## src/rtl/riscv_lsu.sv

```systemverilog
// Load/store unit: sequences core data accesses onto a req/ready bus.
// Define RISCV_LSU_MISALIGN_EN to trap misaligned H/W accesses.
module riscv_lsu (
    input  logic        clk_i,
    input  logic        rst_i,
    input  logic        core_req_i,
    input  logic        core_we_i,
    input  logic [2:0]  core_size_i,
    input  logic [31:0] core_addr_i,
    input  logic [31:0] core_wd_i,
    output logic [31:0] core_rd_o,
    output logic        core_stall_o,
    output logic        mem_req_o,
    output logic        mem_we_o,
    output logic [3:0]  mem_be_o,
    output logic [31:0] mem_addr_o,
    output logic [31:0] mem_wd_o,
    input  logic [31:0] mem_rd_i,
    input  logic        mem_ready_i,
    output logic        misalign_o
);

    typedef enum logic [1:0] {
        IDLE,
        BUSY,
        DONE
    } state_t;

    state_t      state_q, state_d;
    logic        we_q, we_d;
    logic [2:0]  size_q, size_d;
    logic [31:0] addr_q, addr_d;
    logic [31:0] wd_q, wd_d;
    logic [31:0] raw_q, raw_d;

    logic        src_we;
    logic [2:0]  src_size;
    logic [31:0] src_addr;
    logic [31:0] src_wd;
    logic        src_b, src_h, src_w;
    logic        bus_req;

    logic [7:0]  ld_byte;
    logic [15:0] ld_half;
    logic [31:0] ld_data;
    logic        mis_req;
    logic        mis_hit;

    // IDLE forwards the core request directly so zero-wait buses finish in one cycle
    always_comb begin
        src_we   = we_q;
        src_size = size_q;
        src_addr = addr_q;
        src_wd   = wd_q;
        if (state_q == IDLE) begin
            src_we   = core_we_i;
            src_size = core_size_i;
            src_addr = core_addr_i;
            src_wd   = core_wd_i;
        end
    end

    assign src_b = (src_size[1:0] == 2'b00);
    assign src_h = (src_size[1:0] == 2'b01);
    assign src_w = !src_b && !src_h;

    always_comb begin
        mem_be_o = 4'b1111;
        mem_wd_o = src_wd;
        unique case (1'b1)
            src_b: begin
                mem_be_o = 4'b0001 << src_addr[1:0];
                mem_wd_o = {4{src_wd[7:0]}};
            end
            src_h: begin
                mem_be_o = src_addr[1] ? 4'b1100 : 4'b0011;
                mem_wd_o = {2{src_wd[15:0]}};
            end
            src_w: mem_be_o = 4'b1111;
        endcase
    end

    assign mem_addr_o = {src_addr[31:2], 2'b00};
    assign mem_req_o  = bus_req;
    assign mem_we_o   = bus_req & src_we;

`ifdef RISCV_LSU_MISALIGN_EN
    logic mis_q, mis_d;

    assign mis_req = core_req_i &
                     ((src_h & src_addr[0]) |
                      (src_w & (src_addr[1:0] != 2'b00)));
    assign mis_hit    = mis_q;
    assign misalign_o = (state_q == DONE) & mis_q;

    always_comb begin
        mis_d = mis_q;
        if (state_q == IDLE && core_req_i) begin
            mis_d = mis_req;
        end
    end

    always_ff @(posedge clk_i) begin
        if (rst_i) begin
            mis_q <= 1'b0;
        end else begin
            mis_q <= mis_d;
        end
    end
`else
    assign mis_req    = 1'b0;
    assign mis_hit    = 1'b0;
    assign misalign_o = 1'b0;
`endif

    always_comb begin
        case (addr_q[1:0])
            2'd0:    ld_byte = raw_q[7:0];
            2'd1:    ld_byte = raw_q[15:8];
            2'd2:    ld_byte = raw_q[23:16];
            default: ld_byte = raw_q[31:24];
        endcase
        ld_half = addr_q[1] ? raw_q[31:16] : raw_q[15:0];
        ld_data = raw_q;
        if (size_q[1:0] == 2'b00) begin
            ld_data = size_q[2] ? {24'd0, ld_byte}
                                : {{24{ld_byte[7]}}, ld_byte};
        end else if (size_q[1:0] == 2'b01) begin
            ld_data = size_q[2] ? {16'd0, ld_half}
                                : {{16{ld_half[15]}}, ld_half};
        end
    end

    assign core_rd_o = (state_q == DONE && !mis_hit) ? ld_data : 32'd0;

    always_comb begin
        state_d      = state_q;
        we_d         = we_q;
        size_d       = size_q;
        addr_d       = addr_q;
        wd_d         = wd_q;
        raw_d        = raw_q;
        bus_req      = 1'b0;
        core_stall_o = 1'b0;
        unique case (state_q)
            IDLE: begin
                bus_req      = core_req_i & !mis_req;
                core_stall_o = core_req_i;
                if (core_req_i) begin
                    we_d   = core_we_i;
                    size_d = core_size_i;
                    addr_d = core_addr_i;
                    wd_d   = core_wd_i;
                    if (mis_req) begin
                        state_d = DONE;
                    end else if (mem_ready_i) begin
                        raw_d   = mem_rd_i;
                        state_d = DONE;
                    end else begin
                        state_d = BUSY;
                    end
                end
            end
            BUSY: begin
                bus_req      = 1'b1;
                core_stall_o = core_req_i;
                // a trapped core drops its request; finish the bus beat then drop the data
                if (mem_ready_i) begin
                    if (core_req_i) begin
                        raw_d   = mem_rd_i;
                        state_d = DONE;
                    end else begin
                        state_d = IDLE;
                    end
                end
            end
            DONE: begin
                state_d = IDLE;
            end
            default: state_d = IDLE;
        endcase
    end

    always_ff @(posedge clk_i) begin
        if (rst_i) begin
            state_q <= IDLE;
            we_q    <= 1'b0;
            size_q  <= 3'd0;
            addr_q  <= 32'd0;
            wd_q    <= 32'd0;
            raw_q   <= 32'd0;
        end else begin
            state_q <= state_d;
            we_q    <= we_d;
            size_q  <= size_d;
            addr_q  <= addr_d;
            wd_q    <= wd_d;
            raw_q   <= raw_d;
        end
    end

endmodule

```

## config.mk

```make
export PLATFORM = sky130hd
export DESIGN_NAME = riscv_lsu
export DESIGN_NICKNAME = d
export VERILOG_FILES = /design/src/rtl/riscv_lsu.sv
export SDC_FILE = /design/constraint.sdc
export NUM_CORES = 1
export LEC_CHECK = 0
export ABC_CLOCK_PERIOD_IN_PS = 4580
export CAP_MARGIN = 10
export CORE_ASPECT_RATIO = 2
export CORE_MARGIN = 3
export CORE_UTILIZATION = 41
export DETAILED_ROUTE_END_ITERATION = 8
export DONT_BUFFER_PORTS = 1
export GPL_TIMING_DRIVEN = 0
export PLACE_DENSITY = 0.58
export SYNTH_ARGS = -nofsm -noshare
export SYNTH_HDL_FRONTEND = slang
export SYNTH_SLANG_ARGS = --single-unit
```

## constraint.sdc

```tcl
create_clock -name clk_i -period 4.58 [get_ports clk_i]
set_clock_uncertainty 0.05 [all_clocks]
set_input_delay 0.458 -clock clk_i [delete_from_list [all_inputs] [get_ports clk_i]]
set_output_delay 0.458 -clock clk_i [all_outputs]
set_load 0.02 [all_outputs]
```

==> impl.org, run 1 <==
** Worst setup path
- Kind of cell adding the most delay to the critical path :: compound AO/OA/AOI/OAI gates
- Element type at the critical path start :: flop
- The worst setup path is captured at an output port.
- Launch instance of the worst register-to-register path :: state_q[1]
- Required time of the critical path :: 4070 ps
- Cell repeated most along the worst path :: buf_2
- Number of buffers and inverters on the critical path :: 2
- Crit path largest cell delay :: just over 700 ps
- Among all stages on the critical path, the largest delay is contributed by a221oi_1.
- The endpoint identified for the worst register-to-register timing path is raw_q[10].
- Setup slack of the worst register-to-register path :: 2630 ps
- The number of cells on the worst reg-to-reg path is 5.
- Crit-path cells :: buf_2, and2b_1, buf_2, o21ai_0, a221oi_1
- Data on the critical path arrives at its endpoint at 2370 ps.
- Path type of the worst setup path :: flop to output port
- Along the worst path, the maximum fanout reaches 10.

** Yosys
- Counting flops with an async set or reset pin after synthesis yields a share of 0%.
- Seq/Total Area, Yosys :: 36.1%
- Area share of the largest cell type after synthesis :: 36.1%
- Fraction of the mapped netlist area in adder cells :: 0%
- Counting flops with a built-in enable in the synthesized netlist gives 0.
- Summed over all instances, the cell type with the most area after synthesis is dfxtp_1.
- In the synthesized netlist, mux cells make up 17.2% of the area.
- Yosys instantiated no cell more often than nand2_1.
- Post-synthesis instance total :: slightly above 700
- Warning count from the yosys run :: 0
- For this run, the leading register cell type out of synthesis is dfxtp_1.
- Synthesis instantiated 43 different standard cells from the library.
- Combinational family with the most area after synthesis :: compound AO/OA/AOI/OAI gates
- Simple-gate share of the synthesized area :: 18.2%
- Post-synth top cells :: 201 x nand2_1, 105 x a21oi_1, 102 x dfxtp_1
- The cell area that synthesis handed to floorplanning was ~0.0057 mm2.
- Flip-flop and latch count after synthesis :: 102
- Compound-gate portion of the synthesized area :: roughly 22%
- By area the synthesized netlist is led by dfxtp_1 36%, nand2_1 13%, a21oi_1 9.3%, mux2i_1 7.4%, mux2_2 6.4%.
- Area share of xor/xnor cells in the synthesized design :: 0%
- Synth Area per Inst :: 7.94 um2

** Global route
- The first global-routing pass estimated 29400 um of wire.
- The via count of the first global-routing pass is 5244.
- Number of antenna violations at the first check in global routing :: 0
- Overall overflow remaining after global route :: 0
- Largest net degree at the start of global routing :: 17
- All-layer global routing usage :: approximately 26%

** Place
- The congestion estimate from routability-driven global placement came to 0.945.
- Detailed placement finished with a half-perimeter wire length of 16200 um.
- Buffers on Ports :: 0
- Timing analysis after detailed placement gives a worst setup slack of slightly above 2000 ps.
- The number of placed instances, taps included, is 869.
- Total cell area at the placement stage :: 0.00585 mm2

** Finish
- Of the cells placed in the final design, the portion with a size suffix greater than 1 is 12.8%.
- The net count of the finished layout is 829.
- Post-Route Utilization :: 45.6%
- Number of antenna diodes :: 0
- Post-synthesis to final-layout area growth :: 9.03%
- After the flow finishes, the layout carries non-filler instances totaling ~900.
- The finished cells cover 0.00616 mm2.

** Power and ir drop
- Areal power density over the cells :: between 300 and 400 mW/mm2
- In this run the static leakage power is 2.34 nW.
- Overall Power :: ~2.3 mW
- Across the VDD grid, the largest voltage drop is 0.177 mV.

** STA
- Unrepaired setup endpoints after global routing :: no
- Final-report max-slew violation count :: 0
- Across all hold checks on the routed design, the worst slack comes to roughly 130 ps.
- The worst path meets setup with 1700 ps of slack.
- The worst path needs 2880 ps of the cycle, external delays included.
- Dividing the final minimum period by the clock period gives 62.8%.
- Tightest Pin Transition :: between 800 and 900 ps
- Normalized max-slew margin :: 45.7%
- Derived from the worst setup path, the maximum achievable clock frequency is ~350 MHz.
- Final TNS setup :: 0 ps
- Setup violations remaining at the end of the flow were counted as 0.
- Final count of hold timing violations :: 0

** Clock tree
- No sink is reached through more buffers than the 2 on the longest clock path.
- Clock tree synthesis inserted a total of 9 buffers.
- Cells resized by post-CTS repair :: 0
- The H-tree generated during clock tree synthesis spans 3 levels.
- TritonCTS built the clock tree.
- CTS clk-pin slew, worst paths :: 70 ps
- The tree is rooted in a clkbuf_16.
- Hold buffer count at CTS :: 0
- Once the clock tree was built, the setup fixing pass inserted 0 buffers.
- At the later pin of the worst-skew pair, clock insertion delay measures ~340 ps.
- Clock Sink Count :: 102

** Worst hold path
- Counting instances, the worst hold path has a depth of 1.
- The path class of the tightest hold or removal check is primary input to flop.
- Capture endpoint of the worst hold path :: state_q[0]
- Beginning of the worst hold path :: mem_ready_i

** Routing
- Avg WL per Cell :: 23.1 um
- Drt drc :: 0
- The count of nets left with antenna violations once routing finished came out at 0.
- Across all layers, the routed design uses between 5000 and 6000 vias.
- Detailed Routing Iterations Pass 1 :: 5
- Number of violations reported at the end of detailed-routing iteration 0 :: 273
- Using the TritonRoute via totals, the vias-per-cell ratio works out to 6.04.
- Total routed wirelength :: 20400 um

** Floorplanning
- Initial core utilization :: 41.8%
- FP Rows :: 60
- I/O pin count :: 208
- Die Y-Extent :: 172 um
- The die is 89.0 um wide.
- Area of the placeable core :: 0.0135 mm2
- The die covers 0.0153 mm2.

** Flow run
- The tool flagged a number of max-cap violations equal to 0.

** Run status
- The run finished with clean final reports.
[kinds of logic after synthesis]
family / count (synthesis)
AND/OR/NAND/NOR: 240
AO/OA/AOI/OAI: 207
other: 1
flip-flops: 102
buffers and inverters: 79
multiplexers: 83
[layout by cell type, fill, tap and decap left out, drive strengths merged]
master | synthesis | routed
mux2 | 33 | 33
or3b | 1 | 1
nand2 | 201 | 201
o221ai | 8 | 8
or4 | 2 | 2
o21ai | 19 | 19
and2b | 1 | 1
or4b | 1 | 1
a21oi | 105 | 105
clkbuf | 36 | 45
bufinv | 0 | 2
o211ai | 16 | 16
nor4 | 1 | 1
conb | 1 | 3
buf | 34 | 34
nor4b | 1 | 1
mux2i | 43 | 43
nor3b | 1 | 1
or2 | 2 | 2
clkinvlp | 0 | 2
o31ai | 1 | 1
a21boi | 1 | 1
nor2 | 13 | 13
nor4bb | 8 | 8
and3b | 1 | 1
inv | 9 | 10
mux4 | 7 | 7
nand3b | 4 | 4
a31oi | 26 | 26
a211oi | 14 | 14
a221oi | 2 | 2
dfxtp | 102 | 102
nor2b | 2 | 2
o22ai | 15 | 15
nand2b | 1 | 1
[area by class of cell]
class                      instances  area, um2
clock buffer                       9        225
inverter                           9       33.8
sequential                       102       2040
clock inverter                     5       83.8
fill                            1389       7350
buffer                            70        342
multi-input combinational        533       3240
tap                              155        194
[metal layers]
layer | vias up | global-route usage (%) | share of wire [%]
li1 | 2533 | - | -
met1 | 2519 | 23.1 | 32
met2 | 228 | 50.1 | 56
met3 | 51 | 6.63 | 6.9
met4 | 0 | 15.0 | 5.3
met5 | - | 0 | 0
[worst max-delay path by stage]
| stage | startpoint | endpoint | cells after the start |
|---|---|---|---|
| finish | state_q[1] | core_rd_o[7] | 5 |
| global route | state_q[1] | core_rd_o[7] | 5 |
| CTS | state_q[1] | core_rd_o[7] | 5 |
| detailed placement | state_q[1] | core_rd_o[7] | 5 |
| global placement | state_q[1] | core_rd_o[7] | 5 |
| floorplan | core_size_i[0] | mem_wd_o[30] | 4 |
[power by group]
part	total [mW]	leakage [nW]	switching, mW	internal (mW)
logic	0.493	1.36	0.340	0.154
registers	0.978	0.837	0.0416	0.937
clock network	0.821	0.144	0.345	0.475
total	2.29	2.34	0.727	1.57
[flip-flops by register name, indices dropped and copies added (netlist names)]
register and flops:
raw_q 32, size_q 3, we_q 1, wd_q 32, addr_q 32, state_q 2
Power figures use the tool's default switching activity.
==> run 2, diff against run 1 <==
ABC_CLOCK_PERIOD_IN_PS = 2750   (was 4580)
clock period = 2.75 ns   (was 4.58 ns; I/O delays follow)
==> impl.org, run 2 (same netlist as run 1, synthesis figures left out) <==
** STA
- Final count of hold timing violations :: 0 (unchanged)
- Clock period minus final worst setup slack :: roughly 2700 ps
- Fmax achieved :: 373 MHz
- The worst-margin pin slew came to 860 ps (+49.7 ps).
- Setup repair after global routing could not meet its margin everywhere.
- Worst hold slack across all endpoints :: 9.35 ps (-126 ps)
- The relative slew slack is 42.7% (-3.0 points).
- The total negative slack for setup checks came to 0 ps (unchanged).
- Setup violations, final :: 0 (unchanged)
- Final-report max-slew violation count :: 0 (unchanged)
- Final cycle utilization of the critical path :: 97.5%
- Worst-case setup margin in the final layout :: 69.1 ps (-1630 ps)

** Run status
- Status :: complete, no violations

** Finish
- Final standard cell count with taps included and fillers excluded :: 896 (+1.5%)
- In the final layout, the registers with the most flip-flops are addr_q x32, raw_q x32, wd_q x32.
- The top cell types in the final layout, fill and taps aside, are 201 x nand2_1, 105 x a21oi_1, 102 x dfxtp_1.
- Fill cells :: 1374 (-1.1%)
- Share of cells above drive strength 1 :: 13.9% (+1.1 points)
- The area growth from synthesis to layout is 12.2%.
- The register area was 0.00204 mm2 (unchanged).
- Number of antenna diodes :: 0 (unchanged)
- The multi-input combinational cell area was 0.00329 mm2 (+1.5%).
- The library cell used most frequently in the layout, excluding fill and tap cells, is nand2_1.
- The number of nets in the finished design is 842 (+1.6%).

** Routing
- Number of violations reported at the end of detailed-routing iteration 0 :: 253 (-7.3%)
- The total DRC errors in the routed layout is 0 (unchanged).
- The iteration count of the initial detailed-routing pass is 7 (+2).
- The average via count per standard cell is 6.04 (about the same).
- Number of vias after detailed routing :: 5411 (+1.5%)
- The post-route antenna net violation count was 0 (unchanged).
- The post-detailed-routing wire length is 20600 um (+1.1%).
- Avg WL per Cell :: 23.0 um (-0.39%)

** Worst setup path
- In this run the critical register-to-register path is captured at raw_q[10].
- The required time of the worst setup path came to 2420 ps (-1650 ps).
- The worst endpoint data arrival time came to 2360 ps (about the same).
- Following the worst setup path forward leads to its endpoint at mem_be_o[0].
- Peak fanout along the critical path :: 10 (unchanged)
- Crit end category :: output port
- The worst setup path is of the flop to output port kind.
- Kind of cell adding the most delay to the critical path :: compound AO/OA/AOI/OAI gates
- Walking the worst path, the cells encountered are buf_2, nor2_4, buf_4, mux2_1, a21oi_1.
- The setup slack of the worst register-to-register path is 820 ps (-1810 ps).
- Crit path largest cell delay :: 520 ps (-190 ps)
- The worst register-to-register path begins at state_q[1].
- The critical path depth was 5 (unchanged).
- Element type at the critical path start :: flop
- Among all stages on the critical path, the largest delay is contributed by a21oi_1.
- Number of buffers and inverters on the critical path :: 2 (unchanged)
- Depth of the worst register-to-register path :: 5 (unchanged)
- Crit path launch :: state_q[1]

** Floorplanning
- The initial cell density of the core was 41.8% (unchanged).
- Area of the placeable core :: 0.0135 mm2 (unchanged)
- Die Y-Extent :: 172 um (unchanged)
- The die width was 89.0 um (unchanged).
- FP Rows :: 60 (unchanged)
- Die area :: 0.0153 mm2 (unchanged)
- I/O pin count :: 208 (unchanged)

** Power and ir drop
- The internal cell power was 2.62 mW (+68%).
- The switching power summed over all nets is 1.22 mW (+68%).
- Share of total power consumed by net switching :: 31.8% (+0.084 points)
- The power share of the sequential group was 42.4% (-0.3 points).
- Clock network fraction of design power :: 35.5% (-0.3 points)
- Worst-case vdd ir drop :: 0.296 mV (+67%)
- The standby leakage power was 2.39 nW (+2.0%).
- Areal power density over the cells :: 607 mW/mm2 (+63%)
- Combinational share of power :: 22.1% (+0.6 points)

** Clock tree
- H-tree depth reported by CTS :: 3 (unchanged)
- Clock insertion delay at the later pin of the skew report :: 340 ps (about the same)
- Clock Tree Buf Depth :: 2 (unchanged)
- Clock tree synthesis selected as its root buffer the cell clkbuf_16.
- The clock transition time at the flip-flop clock pins of the worst setup and hold paths was 70 ps (about the same).
- The CTS sink count is 102 (unchanged).
- TritonCTS built the clock tree.
- TritonCTS buffer count :: 9 (unchanged)

** Place
- Global placement routability congestion :: 0.945 (unchanged)
- The post-placement setup slack was 399 ps (-1650 ps).
- The half-perimeter wire length of the detailed placement result was 16200 um (unchanged).
- Buffers on Ports :: 0 (unchanged)
- The post-placement cell count was 869 (unchanged).

** Global route
- The initial antenna violation count came to 0 (unchanged).
- Vias in the first global route :: 5291 (+0.90%)
- Overall overflow remaining after global route :: 0 (unchanged)
- First-pass GRT wire length :: 29600 um (+0.61%)
- The pin count of the biggest net entering global routing is 17 (unchanged).
- All-layer global routing usage :: 26.1% (+0.13 points)

** Flow run
- The max-capacitance violation count came to 0 (unchanged).

** Worst hold path
- The worst hold path belongs to the class primary input to flop.
[run 2: changes by cell type in the layout (fill, tap and decap cells not counted), sizes merged]
cell and delta:
dlygate4sd3 +13
[run 2: timing repair]
item / CTS / global route
endpoints found under the setup margin: 0 / 13
endpoints found under the hold margin: 9 / 4
setup buffers: 0 / 0
gates resized for setup: 0 / 10
hold buffers: 9 / 4
[run 2: final cells by class]
class | count | area share, %
multi-input combinational | 533 | 51.9
sequential | 102 | 32.2
timing repair buffer | 13 | 2.05
buffer | 70 | 5.39
tap | 155 | 3.06
clock inverter | 5 | 1.32
inverter | 9 | 0.533
clock buffer | 9 | 3.55
[run 2: through the flow]
| step | utilization [%] | power, mW | cell area (um2) |
|---|---|---|---|
| floorplan | - | 2.30 | 5660 |
| global placement | 43.3 | 2.47 | 5850 |
| detailed placement | 43.3 | 2.49 | 5850 |
| CTS | 46.3 | 3.87 | 6250 |
| global route | 46.9 | 4.02 | 6340 |
| finish | 46.9 | 3.85 | 6340 |
[run 2: worst min-delay path by stage]
| stage | startpoint | end | slack [ps] | cells past startpoint |
|---|---|---|---|---|
| after detailed placement | mem_ready_i | state_q[0] | 310 | 1 |
| after floorplan | mem_ready_i | state_q[0] | 300 | 1 |
| after CTS | core_wd_i[1] | wd_q[1] | 0.2 | 2 |
| after global placement | mem_ready_i | state_q[0] | 310 | 1 |
| after global routing | core_wd_i[5] | wd_q[5] | 0.6 | 2 |
| final | core_addr_i[31] | addr_q[31] | 9 | 2 |
[run 2: power by group through the flow]
stage | sequential [mW] | combinational, mW | clock [mW]
2_1_floorplan | 1.63 | 0.664 | 0
3_3_place_gp | 1.66 | 0.809 | 0
3_5_place_dp | 1.66 | 0.823 | 0
4_1_cts | 1.63 | 0.835 | 1.40
5_1_grt | 1.64 | 0.916 | 1.47
6_report | 1.63 | 0.849 | 1.37
[run 2: layer usage]
layer	vias up	track usage [%]	wire length, um
li1	2563	-	-
met1	2559	23.3	6510
met2	232	50.4	11600
met3	57	6.49	1370
met4	0	15.0	1190
met5	-	0	0
